<file path="src/rtl/if_fetch.sv">
// Instruction fetch stage: one outstanding 4-byte fetch, a one-entry
// instruction buffer toward decode, and redirect with drop of in-flight data.
module if_fetch #(
  parameter logic [63:0] RESET_PC = 64'h0000_0000_8000_0000
) (
  input  logic        clock,
  input  logic        reset,
  output logic        rw_valid_o,
  input  logic        rw_ready_i,
  output logic [63:0] rw_addr_o,
  output logic [1:0]  rw_size_o,
  input  logic [63:0] rw_rdata_i,
  input  logic        redirect_i,
  input  logic [63:0] redirect_pc_i,
  output logic        inst_valid_o,
  input  logic        inst_ready_i,
  output logic [31:0] inst_o,
  output logic [63:0] inst_pc_o
);

  typedef enum logic [1:0] {
    IDLE,
    REQ,
    HOLD
  } state_t;

  state_t      r_state;
  state_t      w_state;
  logic [63:0] r_pc;
  logic [63:0] w_pc;
  logic [63:0] r_tgt;
  logic [63:0] w_tgt;
  logic        r_drop;
  logic        w_drop;
  logic [31:0] r_inst;
  logic [31:0] w_inst;
  logic [63:0] r_ipc;
  logic [63:0] w_ipc;
  logic [63:0] w_redir;
  logic        w_unused;

  assign w_redir  = {redirect_pc_i[63:2], 2'b00};
  assign w_unused = ^redirect_pc_i[1:0];

  always_ff @(posedge clock) begin
    if (!reset) begin
      r_state <= IDLE;
      r_pc    <= RESET_PC;
      r_tgt   <= 64'h0;
      r_drop  <= 1'b0;
      r_inst  <= 32'h0;
      r_ipc   <= 64'h0;
    end else begin
      r_state <= w_state;
      r_pc    <= w_pc;
      r_tgt   <= w_tgt;
      r_drop  <= w_drop;
      r_inst  <= w_inst;
      r_ipc   <= w_ipc;
    end
  end

  always_comb begin
    w_state = r_state;
    w_pc    = r_pc;
    w_tgt   = r_tgt;
    w_drop  = r_drop;
    w_inst  = r_inst;
    w_ipc   = r_ipc;
    unique case (r_state)
      IDLE: begin
        w_state = REQ;
        if (redirect_i) w_pc = w_redir;
      end
      REQ: begin
        if (rw_ready_i) begin
          // A same-cycle redirect is newer than any held target
          if (r_drop || redirect_i) begin
            w_pc   = redirect_i ? w_redir : r_tgt;
            w_drop = 1'b0;
          end else begin
            w_inst  = r_pc[2] ? rw_rdata_i[63:32]
                              : rw_rdata_i[31:0];
            w_ipc   = r_pc;
            w_pc    = r_pc + 64'd4;
            w_state = HOLD;
          end
        end else if (redirect_i) begin
          w_drop = 1'b1;
          w_tgt  = w_redir;
        end
      end
      HOLD: begin
        if (redirect_i) begin
          w_pc    = w_redir;
          w_state = REQ;
        end else if (inst_ready_i) begin
          w_state = REQ;
        end
      end
      default: w_state = IDLE;
    endcase
  end

  assign rw_valid_o   = (r_state == REQ);
  assign rw_addr_o    = r_pc;
  assign rw_size_o    = 2'b10;
  assign inst_valid_o = (r_state == HOLD);
  assign inst_o       = r_inst;
  assign inst_pc_o    = r_ipc;

endmodule

</file>
<file path="config.mk">
export PLATFORM = sky130hd
export DESIGN_NAME = if_fetch
export DESIGN_NICKNAME = d
export VERILOG_FILES = /design/src/rtl/if_fetch.sv
export SDC_FILE = /design/constraint.sdc
export NUM_CORES = 1
export LEC_CHECK = 0
export ABC_CLOCK_PERIOD_IN_PS = 2250
export CAP_MARGIN = 5
export CORE_AREA = 3 3 160 162
export CTS_CLUSTER_DIAMETER = 50
export CTS_CLUSTER_SIZE = 30
export DETAILED_ROUTE_END_ITERATION = 16
export DIE_AREA = 0 0 163 165
export PLACE_DENSITY = 0.74
export SLEW_MARGIN = 20
export SYNTH_ARGS = -nofsm -noshare
export SYNTH_HDL_FRONTEND = slang
export SYNTH_SLANG_ARGS = --single-unit
export TNS_END_PERCENT = 5
</file>
<file path="constraint.sdc">
create_clock -name clock -period 2.25 [get_ports clock]
set_clock_uncertainty 0.15 [all_clocks]
set_input_delay 0.45 -clock clock [delete_from_list [all_inputs] [get_ports clock]]
set_output_delay 0.45 -clock clock [all_outputs]
set_load 0.01 [all_outputs]
</file>
==> flow_summary_export.csv, run 1 <==
group,metric,value,unit
yosys,synth_top_cell_area_share,0.426,
power_and_ir_drop,ir_worst_vdd,0.000610,V
yosys,avgSynthCellArea,7.58,µm²
sta,min_period,2.24,ns
detailed_routing,wl,38000,µm
final_layout,drive_above_1_share,0.149,
setup_path,worstPathRequired,1.65,ns
sta,whs,0.0872,ns
floorplanning,start_util,0.440,
sta,setup_viol,0,
power_and_ir_drop,netSwitchingFraction,0.282,
yosys,syn_inst,1409,
sta,max_slew.worst_pin.slew,0.591,ns
sta,maxSlewViolCount,0,
yosys,yosysTopAreaCell,"dfxtp_1",
cts,clk_pin_slew,0.06,ns
cts,cts_tree,"yes",
sta,fin_crit_sh,0.995,
floorplanning,die_w,163,µm
floorplanning,die_area,0.0269,mm²
power_and_ir_drop,seqPwrFrac,0.394,
cts,clock_path_buffers,3,
yosys,yosys-top-cells-area,"dfxtp_1 (43%), nand2_1 (12%), a21oi_1 (9.3%), mux2i_1 (3.6%), clkbuf_1 (3.6%)",
placed_design,gp_congestion,0.895,
final_layout,fin_util,0.668,
cts,clk_latency,0.54,ns
power_and_ir_drop,p_total,11.0,mW
yosys,ys_warn_count,0,
final_layout,instances_no_fill,2122,
final_layout,fin_nets,1911,
setup_path,crit_fanout,5,
global_routing,grt_pass1_vias,11100,
setup_path,cp.arrival,1.64,ns
power_and_ir_drop,p_clk_frac,0.419,
yosys,ys_types,61,
run,cap_violations,0,
sta,hold_viol_final,0,
yosys,synth_seq_cells,227,
floorplanning,num_rows,57,
global_routing,grt_first_pass_wirelength,58500,µm
cts,clock_sinks,227,
detailed_routing,vias_per_cell,5.57,
yosys,synthArstFlopShare,0,
placed_design,hpwl,26700,µm
setup_path,path_buf_inv,2,
setup_path,crit_family,"buffers and inverters",
yosys,synth_ff_type,"dfxtp_1",
placed_design,dp_cells,2068,
cts,cts_htree_levels,1,
setup_path,cp_slowest_cell,"clkdlybuf4s50_1",
final_layout,syn_to_final_growth,51.6,%
cts,root_buffer,"clkbuf_16",
floorplanning,pin_count,297,
floorplanning,coreArea,0.0242,mm²
status,outcome,"completed",
setup_path,path_cells,"buf_4, clkdlybuf4s50_1",
detailed_routing,post_drt_wl_per_cell,17.9,µm
setup_path,crit_path_start_kind,"flip-flop",
sta,max_freq,0.447,GHz
yosys,synth-edff-count,0,
global_routing,grtUsageTotal,0.267,
power_and_ir_drop,p_int,7.91,mW
setup_path,slowest_delay,0.58,ns
power_and_ir_drop,power.static_leakage,5.75,nW
detailed_routing,ant_nets,0,
yosys,seq_area_frac_synth,0.426,
detailed_routing,drt_iter0_markers,1004,
power_and_ir_drop,switching_power,3.11,mW
sta,rsz0062_at_grt,"yes",
setup_path,timing_worst_setup_path_type,"flip-flop to primary output",
power_and_ir_drop,cellPowerDensity,681,mW/mm²
sta,relSlewSlack,0.606,
yosys,syn_area,0.0107,mm²
global_routing,grt_overflow,0,
yosys,synth_nets,1543,
detailed_routing,dr.pass1.iters,5,
cts,cts_made_buffers,26,
global_routing,grt_max_degree,50,
detailed_routing,vias,11800,
floorplanning,dieHeight,165,µm
min_path,hold_path_class,"primary input to flip-flop",
setup_path,end_kind,"primary output",
placed_design,port_buffers,292,
detailed_routing,drcViolationCount,0,
power_and_ir_drop,combPwrFrac,0.187,
global_routing,antenna_found_initial,1,
## final cells by class
type / instances / area (µm²)
fill: 2009 / 8060
antenna: 1 / 2.50
sequential: 227 / 4570
timing repair buffer: 455 / 4430
multi-input combinational: 1049 / 5750
clock inverter: 22 / 297
tap: 324 / 405
clock buffer: 26 / 651
inverter: 18 / 72.6
## power groups by stage
stage	Clock, mW	Combinational, mW	Sequential [mW]
after floorplan	0	0.763	4.54
after global placement	0	2.00	4.42
after detailed placement	0	2.02	4.42
after CTS	4.67	2.04	4.34
after global routing	4.83	2.22	4.36
final	4.62	2.06	4.34
## registers in the layout, indices dropped and copies added, names as in the netlist
| name | flops |
|---|---|
| inst_pc_o | 64 |
| r_tgt | 64 |
| rw_addr_o | 64 |
| inst_o | 32 |
| r_state | 2 |
| r_drop | 1 |
## Yosys cell counts, drive strengths merged (3+ instances only)
cell type  instances
dfxtp            227
and2               5
a21o               5
nand4             19
a21boi             3
or2                4
a221oi            11
xnor2             13
a21oi            198
nand3             38
a211oi            46
nor2              80
or3               29
xor2               7
a31oi             13
nor3              22
nor4              10
o221a              3
nor2b              4
nand2            347
a311oi             7
a2111oi            5
mux2i             38
inv               18
nor3b              3
nand3b             5
clkbuf           101
and4               4
o311a              3
nand2b             5
and3              14
o21ai             65
buf               14
o211ai            23
## final timing paths
check                             start                    endpoint  slack, ns  cells past startpoint
max          rw_addr_o[37]$_SDFFE_PN0P_               rw_addr_o[37]       0.01                      2
min                               reset  rw_addr_o[25]$_SDFFE_PN0P_       0.09                      3
max reg2reg  rw_addr_o[45]$_SDFFE_PN0P_  rw_addr_o[56]$_SDFFE_PN0P_       0.05                      6
min reg2reg      r_tgt[46]$_SDFFE_PN0P_      r_tgt[46]$_SDFFE_PN0P_       0.30                      2
## per-stage QoR
step	area (µm²)	setup TNS, ns	worst slack (ns)
after floorplan	10700	0	0.000821
final	16200	0	0.0114
after CTS	16100	-0.00409	-0.00400
after global routing	16200	-0.189	-0.0583
after global placement	15100	-11.88	-0.175
after detailed placement	15100	-16.29	-0.204
## kinds of logic after synthesis
kind of cell,synth area share
AOI/OAI and AO/OA,0.224
buffers and inverters,0.0485
DFF,0.426
other,0.000703
muxes,0.0356
adders and majority gates,0.00117
xor gates and xnor gates,0.0164
and+or+nand+nor,0.248
## metal layers
layer  vias up  global-route usage  routed length [µm]  part of all wire
met3        89              0.0359                3040             0.080
met1      5516               0.360               15700              0.41
met5         -                   0                   0                 0
met4         0              0.0888                1150             0.030
li1       5701                   -                   -                 -
met2       520               0.443               18100              0.48
## worst register-to-register path, delay by kind of cell, from the launching register on
kind,cells,cell delay [ns]
flops,1,0.34
compound gates,2,0.38
simple gates,4,1.21
## cells in the final DEF (no fill, tap or decap), drive strengths merged, types with 7 or more instances in the layout
cell type / n
nand3: 38
inv: 29
o21ai: 65
nand4: 19
clkbuf: 26
nor2: 80
mux2i: 38
nand2: 347
xor2: 7
a221oi: 11
buf: 164
nor3: 22
clkdlybuf4s50: 286
a21oi: 198
xnor2: 13
a311oi: 7
and3: 14
or3: 29
o211ai: 23
dfxtp: 227
a31oi: 13
a211oi: 46
nor4: 10
## what timing repair did
action,in CTS,in global routing
pin swaps,1,11
setup buffers,0,5
hold buffers,0,0
gates resized for setup,11,22
setup endpoints to repair,15,29
Note: power is estimated with default switching activity, not from simulation.
==> inputs of run 2 (changes only) <==
--- a/config.mk
+++ b/config.mk
@@ -5,14 +5,14 @@
 export SDC_FILE = /design/constraint.sdc
 export NUM_CORES = 1
 export LEC_CHECK = 0
-export ABC_CLOCK_PERIOD_IN_PS = 2250
+export ABC_CLOCK_PERIOD_IN_PS = 2900
 export CAP_MARGIN = 5
-export CORE_AREA = 3 3 160 162
+export CORE_AREA = 3 3 148 150
 export CTS_CLUSTER_DIAMETER = 50
 export CTS_CLUSTER_SIZE = 30
 export DETAILED_ROUTE_END_ITERATION = 16
-export DIE_AREA = 0 0 163 165
-export PLACE_DENSITY = 0.74
+export DIE_AREA = 0 0 151 153
+export PLACE_DENSITY = 0.81
 export SLEW_MARGIN = 20
 export SYNTH_ARGS = -nofsm -noshare
 export SYNTH_HDL_FRONTEND = slang
==> constraint.sdc (replaced) <==
create_clock -name clock -period 2.9 [get_ports clock]
set_clock_uncertainty 0.15 [all_clocks]
set_input_delay 0.58 -clock clock [delete_from_list [all_inputs] [get_ports clock]]
set_output_delay 0.58 -clock clock [all_outputs]
set_load 0.01 [all_outputs]
==> run 2 against run 1 <==
  * Global-route usage increased by 3.9 points
  * Final cell count decreased by 6.6%
  * Largest cell class unchanged
  * Highest routed layer is now met5
  * Core utilization increased by 5.9 points
  * Combinational power decreased by 31%
  * Worst hold slack improved by 0.18 ns
  * Die area decreased by 14%
==> flow_summary_export.csv, run 2 (synthesis gave the netlist of run 1 again) <==
group,metric,value,unit
status,outcome,"completed",
final_layout,layout_commonest_cell,"nand2_1",
power_and_ir_drop,switching_power,2.32,mW
setup_path,worstPathRequired,2.17,ns
detailed_routing,vias_per_cell,5.86,
sta,fin_crit_sh,0.957,
cts,clock_sinks,227,
power_and_ir_drop,netSwitchingFraction,0.284,
cts,clock_path_buffers,3,
min_path,hp-start,"reset",
global_routing,grtUsageTotal,0.306,
detailed_routing,drt_iter0_markers,1059,
cts,clk_latency,0.53,ns
final_layout,fillCellCount,1627,
floorplanning,start_util,0.513,
global_routing,grt_overflow,0,
floorplanning,pin_count,297,
power_and_ir_drop,p_clk_frac,0.407,
final_layout,layout_common_cells,"nand2_1 (346), clkdlybuf4s50_1 (291), dfxtp_1 (224)",
detailed_routing,drcViolationCount,0,
sta,max_freq,0.360,GHz
floorplanning,num_rows,53,
floorplanning,coreArea,0.0208,mm²
floorplanning,dieHeight,153,µm
setup_path,end_kind,"primary output",
final_layout,drive_above_1_share,0.0850,
global_routing,grt_max_degree,57,
cts,clk_pin_slew,0.07,ns
setup_path,crit_path_start_kind,"flip-flop",
sta,setup_viol,0,
setup_path,timing_worst_setup_path_type,"flip-flop to primary output",
cts,cts_made_buffers,26,
detailed_routing,post_drt_wl_per_cell,18.6,µm
detailed_routing,wl,36900,µm
run,cap_violations,0,
detailed_routing,dr.pass1.iters,8,
global_routing,grt_first_pass_wirelength,58000,µm
detailed_routing,ant_nets,0,
cts,cts_setup_buffers,0,
global_routing,antenna_found_initial,2,
min_path,hold_path_depth,3,
sta,max_slew.worst_pin.slew,0.628,ns
sta,fin_tns_setup,0,ns
placed_design,pre_cts_ws,0.133,ns
setup_path,crit_path_start,"rw_addr_o[2]$_SDFFE_PN0P_",
power_and_ir_drop,ir_worst_vdd,0.000466,V
power_and_ir_drop,combPwrFrac,0.174,
sta,hold_viol_final,0,
sta,min_period,2.78,ns
min_path,hold_path_end,"rw_addr_o[25]$_SDFFE_PN0P_",
placed_design,gp_congestion,0.898,
setup_path,r2r-start,"rw_addr_o[15]$_SDFFE_PN0P_",
sta,fin_ws,0.125,ns
sta,maxSlewViolCount,0,
final_layout,regArea,0.00455,mm²
min_path,hold_path_class,"primary input to flip-flop",
power_and_ir_drop,seqPwrFrac,0.419,
sta,rsz0062_at_grt,"no",
final_layout,syn_to_final_growth,41.7,%
global_routing,grt_pass1_vias,11000,
setup_path,crit_fanout,37,
power_and_ir_drop,p_int,5.83,mW
power_and_ir_drop,power.static_leakage,5.12,nW
setup_path,reg2reg_slack,0.34,ns
cts,cts_tree,"yes",
setup_path,cp.arrival,2.05,ns
setup_path,r2r_cells,6,
sta,relSlewSlack,0.578,
power_and_ir_drop,cellPowerDensity,538,mW/mm²
setup_path,reg2reg_to,"rw_addr_o[56]$_SDFFE_PN0P_",
final_layout,fin_nets,1821,
placed_design,hpwl,25400,µm
placed_design,port_buffers,292,
final_layout,multi_input_area,0.00566,mm²
detailed_routing,vias,11600,
cts,root_buffer,"clkbuf_16",
cts,cts_htree_levels,1,
floorplanning,die_w,151,µm
floorplanning,die_area,0.0231,mm²
run 2: cell count changes in the layout (fill, tap and decap cells not counted), sizes merged:
cell           delta
dlygate4sd2       -3
clkdlybuf4s50     +5
clkinvlp          -1
inv               -4
dlymetal6s2s      -2
clkinv            +3
diode             +1
bufinv            -3
buf              -90
clkbuf            +4
run 2: stage by stage:
stage | hold slack (ns) | cells | utilization | total power, mW | area, µm²
after floorplan | 0.281 | 1409 | - | 4.11 | 10700
after global placement | 0.287 | 1934 | 0.684 | 4.84 | 14300
after detailed placement | 0.293 | 1934 | 0.684 | 4.88 | 14300
after CTS | 0.254 | 1981 | 0.726 | 8.16 | 15100
after global routing | 0.266 | 1982 | 0.727 | 8.44 | 15100
final | 0.270 | 1983 | 0.727 | 8.14 | 15100
run 2: power by group through the flow:
stage / Sequential (mW) / Clock, mW / Combinational (mW)
final: 3.42 / 3.31 / 1.42
after global routing: 3.44 / 3.48 / 1.52
after CTS: 3.41 / 3.34 / 1.41
after detailed placement: 3.48 / 0 / 1.39
after global placement: 3.48 / 0 / 1.37
after floorplan: 3.52 / 0 / 0.591
run 2: how the worst max path moves through the flow:
| stage | endpoint | slack, ns | depth (start not counted) |
|---|---|---|---|
| after floorplan | rw_addr_o[56]$_SDFFE_PN0P_ | 0.53 | 8 |
| after global placement | rw_addr_o[37]$_SDFFE_PN0P_ | 0.18 | 7 |
| after detailed placement | inst_o[23]$_SDFFE_PN0P_ | 0.13 | 8 |
| after CTS | rw_valid_o | 0.07 | 3 |
| after global routing | rw_addr_o[2] | 0.04 | 2 |
| final | rw_addr_o[2] | 0.12 | 2 |
run 2: final cells by class:
type / count / area share
Multi-Input combinational cell: 1049 / 0.374
Sequential cell: 227 / 0.301
Timing Repair Buffer: 365 / 0.240
Clock buffer: 30 / 0.0461
Tap cell: 275 / 0.0227
Clock inverter: 17 / 0.0117
Inverter: 18 / 0.00480
Antenna cell: 2 / 0.000331
run 2: worst max-delay path, cell delays in order (launching register included):
cell	delay, ns
dfxtp_2	0.35
buf_4	0.49
clkdlybuf4s50_1	0.66
run 2: timing repair:
item,CTS,global route
hold buffers,0,0
setup endpoints to repair,0,1
resized for setup,0,1
run 2: layer usage:
| metal | GRT usage | up-vias | part of all wire |
|---|---|---|---|
| met2 | 0.489 | 630 | 0.47 |
| li1 | - | 5495 | - |
| met1 | 0.414 | 5400 | 0.40 |
| met5 | 0 | - | 0.00024 |
| met4 | 0.111 | 2 | 0.031 |
| met3 | 0.0551 | 101 | 0.094 |
==> inputs of run 3 (changes only) <==
--- a/config.mk
+++ b/config.mk
@@ -7,12 +7,12 @@
 export LEC_CHECK = 0
 export ABC_CLOCK_PERIOD_IN_PS = 2900
 export CAP_MARGIN = 5
-export CORE_AREA = 3 3 148 150
+export CORE_AREA = 3 3 156 142
 export CTS_CLUSTER_DIAMETER = 50
 export CTS_CLUSTER_SIZE = 30
 export DETAILED_ROUTE_END_ITERATION = 16
-export DIE_AREA = 0 0 151 153
-export PLACE_DENSITY = 0.81
+export DIE_AREA = 0 0 159 145
+export PLACE_DENSITY = 0.82
 export SLEW_MARGIN = 20
 export SYNTH_ARGS = -nofsm -noshare
 export SYNTH_HDL_FRONTEND = slang
==> run 3 against run 2 <==
  * Power rose by 1.4%
  * Core utilization rose by 0.48 points
  * Global-route usage barely moved
  * Sequential power barely moved
  * Non-clock buffer count rose by 3
  * Via count rose by 0.97%
  * First-iteration DRC count rose by 3.6%
  * Highest routed layer is now met4
==> flow_summary_export.csv, run 3 (synthesis gave the netlist of run 1 again) <==
group,metric,value,unit
setup_path,crit_path_start_kind,"flip-flop",
run,cap_violations,0,
setup_path,cp.arrival,2.03,ns
cts,cts_htree_levels,1,
sta,hold_viol_final,0,
cts,clock_sinks,227,
cts,cts.repair.resized,0,
setup_path,path_buf_inv,2,
power_and_ir_drop,power.static_leakage,5.14,nW
setup_path,worst-path-stages,2,
detailed_routing,vias,11700,
final_layout,layout_common_cells,"nand2_1 (346), clkdlybuf4s50_1 (292), dfxtp_1 (226)",
sta,fin_crit_sh,0.952,
cts,clock_path_buffers,3,
setup_path,slowest_delay,0.65,ns
setup_path,r2r_cells,7,
sta,max_freq,0.362,GHz
global_routing,grt_first_pass_wirelength,59200,µm
power_and_ir_drop,cellPowerDensity,544,mW/mm²
detailed_routing,drt_iter0_markers,1097,
setup_path,end_kind,"primary output",
detailed_routing,wl,37000,µm
setup_path,crit_family,"buffers and inverters",
final_layout,fin_util,0.732,
floorplanning,num_rows,50,
power_and_ir_drop,p_total,8.26,mW
final_layout,fillCellCount,1584,
detailed_routing,drcViolationCount,0,
cts,clk_latency,0.53,ns
global_routing,grtUsageTotal,0.307,
min_path,hp-start,"r_tgt[8]$_SDFFE_PN0P_",
global_routing,antenna_found_initial,0,
sta,maxSlewViolCount,0,
power_and_ir_drop,ir_worst_vdd,0.000379,V
detailed_routing,post_drt_wl_per_cell,18.5,µm
final_layout,fin_nets,1823,
setup_path,crit_path_start,"rw_addr_o[2]$_SDFFE_PN0P_",
floorplanning,pin_count,297,
placed_design,place_area,0.0143,mm²
sta,fin_tns_setup,0,ns
setup_path,path_cells,"buf_4, clkdlybuf4s50_1",
placed_design,gp_congestion,0.888,
global_routing,grt_max_degree,65,
setup_path,cp_slowest_cell,"clkdlybuf4s50_1",
final_layout,antenna_cells,0,
cts,cts_hold_buf,0,
final_layout,finalInstanceArea,0.0152,mm²
cts,cts_made_buffers,25,
detailed_routing,ant_nets,0,
cts,clk_pin_slew,0.08,ns
sta,setup_viol,0,
cts,cts_tree,"yes",
floorplanning,die_area,0.0231,mm²
sta,max_slew.worst_pin.slew,0.602,ns
placed_design,hpwl,25100,µm
sta,relSlewSlack,0.598,
setup_path,r2r-start,"rw_addr_o[3]$_SDFFE_PN0P_",
global_routing,grt_overflow,0,
placed_design,port_buffers,292,
sta,min_period,2.76,ns
setup_path,reg2reg_slack,0.31,ns
status,outcome,"completed",
cts,cts_setup_buffers,0,
setup_path,timing_worst_setup_path_type,"flip-flop to primary output",
setup_path,crit_fanout,37,
final_layout,layout_commonest_cell,"nand2_1",
floorplanning,die_w,159,µm
floorplanning,dieHeight,145,µm
min_path,hold_path_class,"flip-flop to flip-flop",
detailed_routing,dr.pass1.iters,6,
sta,rsz0062_at_grt,"no",
final_layout,syn_to_final_growth,42.3,%
setup_path,reg2reg_to,"rw_addr_o[56]$_SDFFE_PN0P_",
final_layout,drive_above_1_share,0.0855,
detailed_routing,vias_per_cell,5.89,
floorplanning,coreArea,0.0208,mm²
cts,root_buffer,"clkbuf_16",
floorplanning,start_util,0.514,
setup_path,worstSetupEndpoint,"rw_addr_o[2]",
setup_path,worstPathRequired,2.17,ns
global_routing,grt_pass1_vias,11200,
[run 3: cell types whose count changed in the layout (fill, tap and decap cells not counted), sizes merged, moves of 2 or more]
cell and change:
buf +2, clkbuf -3, diode -2, clkinvlp +2
[run 3: worst min-delay path by stage]
stage	endpoint	slack, ns	cells past startpoint
after floorplan	r_tgt[15]$_SDFFE_PN0P_	0.28	2
after global placement	r_tgt[17]$_SDFFE_PN0P_	0.29	2
after detailed placement	r_tgt[15]$_SDFFE_PN0P_	0.29	2
after CTS	r_tgt[15]$_SDFFE_PN0P_	0.30	2
after global routing	r_tgt[62]$_SDFFE_PN0P_	0.32	2
final	r_tgt[8]$_SDFFE_PN0P_	0.30	2
[run 3: worst register-to-register path: cells and delay by family (launching register included)]
family | cells | cell delay, ns
adder cells (fa/ha/maj) | 1 | 0.32
AO/OA/AOI/OAI | 2 | 0.40
AND/OR/NAND/NOR | 3 | 1.05
buffers and inverters | 1 | 0.13
flip-flops | 1 | 0.42
[run 3: power by group]
part / internal, mW / total [mW] / leakage (nW) / switching (mW)
logic: 0.690 / 1.43 / 2.85 / 0.742
clock network: 1.91 / 3.43 / 0.435 / 1.51
registers: 3.26 / 3.40 / 1.85 / 0.137
[run 3: layout make-up]
cell class                      instances  area (µm²)  share of cell area
Inverter                               18        72.6             0.00478
Clock inverter                         19         262              0.0172
Clock buffer                           27         653              0.0430
Timing Repair Buffer                  368        3640               0.240
Multi-Input combinational cell       1049        5660               0.372
Tap cell                              286         358              0.0236
Sequential cell                       227        4550               0.299
[run 3: layer usage]
layer,part of all wire,wire [µm],track usage
met4,0.028,1020,0.106
met5,0,0,0
met2,0.48,17600,0.509
met3,0.095,3510,0.0577
met1,0.40,14900,0.401
[run 3: per-stage QoR]
stage                     setup slack [ns]  hold slack (ns)  std cells
final                                0.140            0.299       1994
after CTS                            0.105            0.301       1994
after global placement               0.254            0.287       1948
after global routing                0.0360            0.318       1994
after floorplan                      0.534            0.281       1409
after detailed placement             0.164            0.292       1948
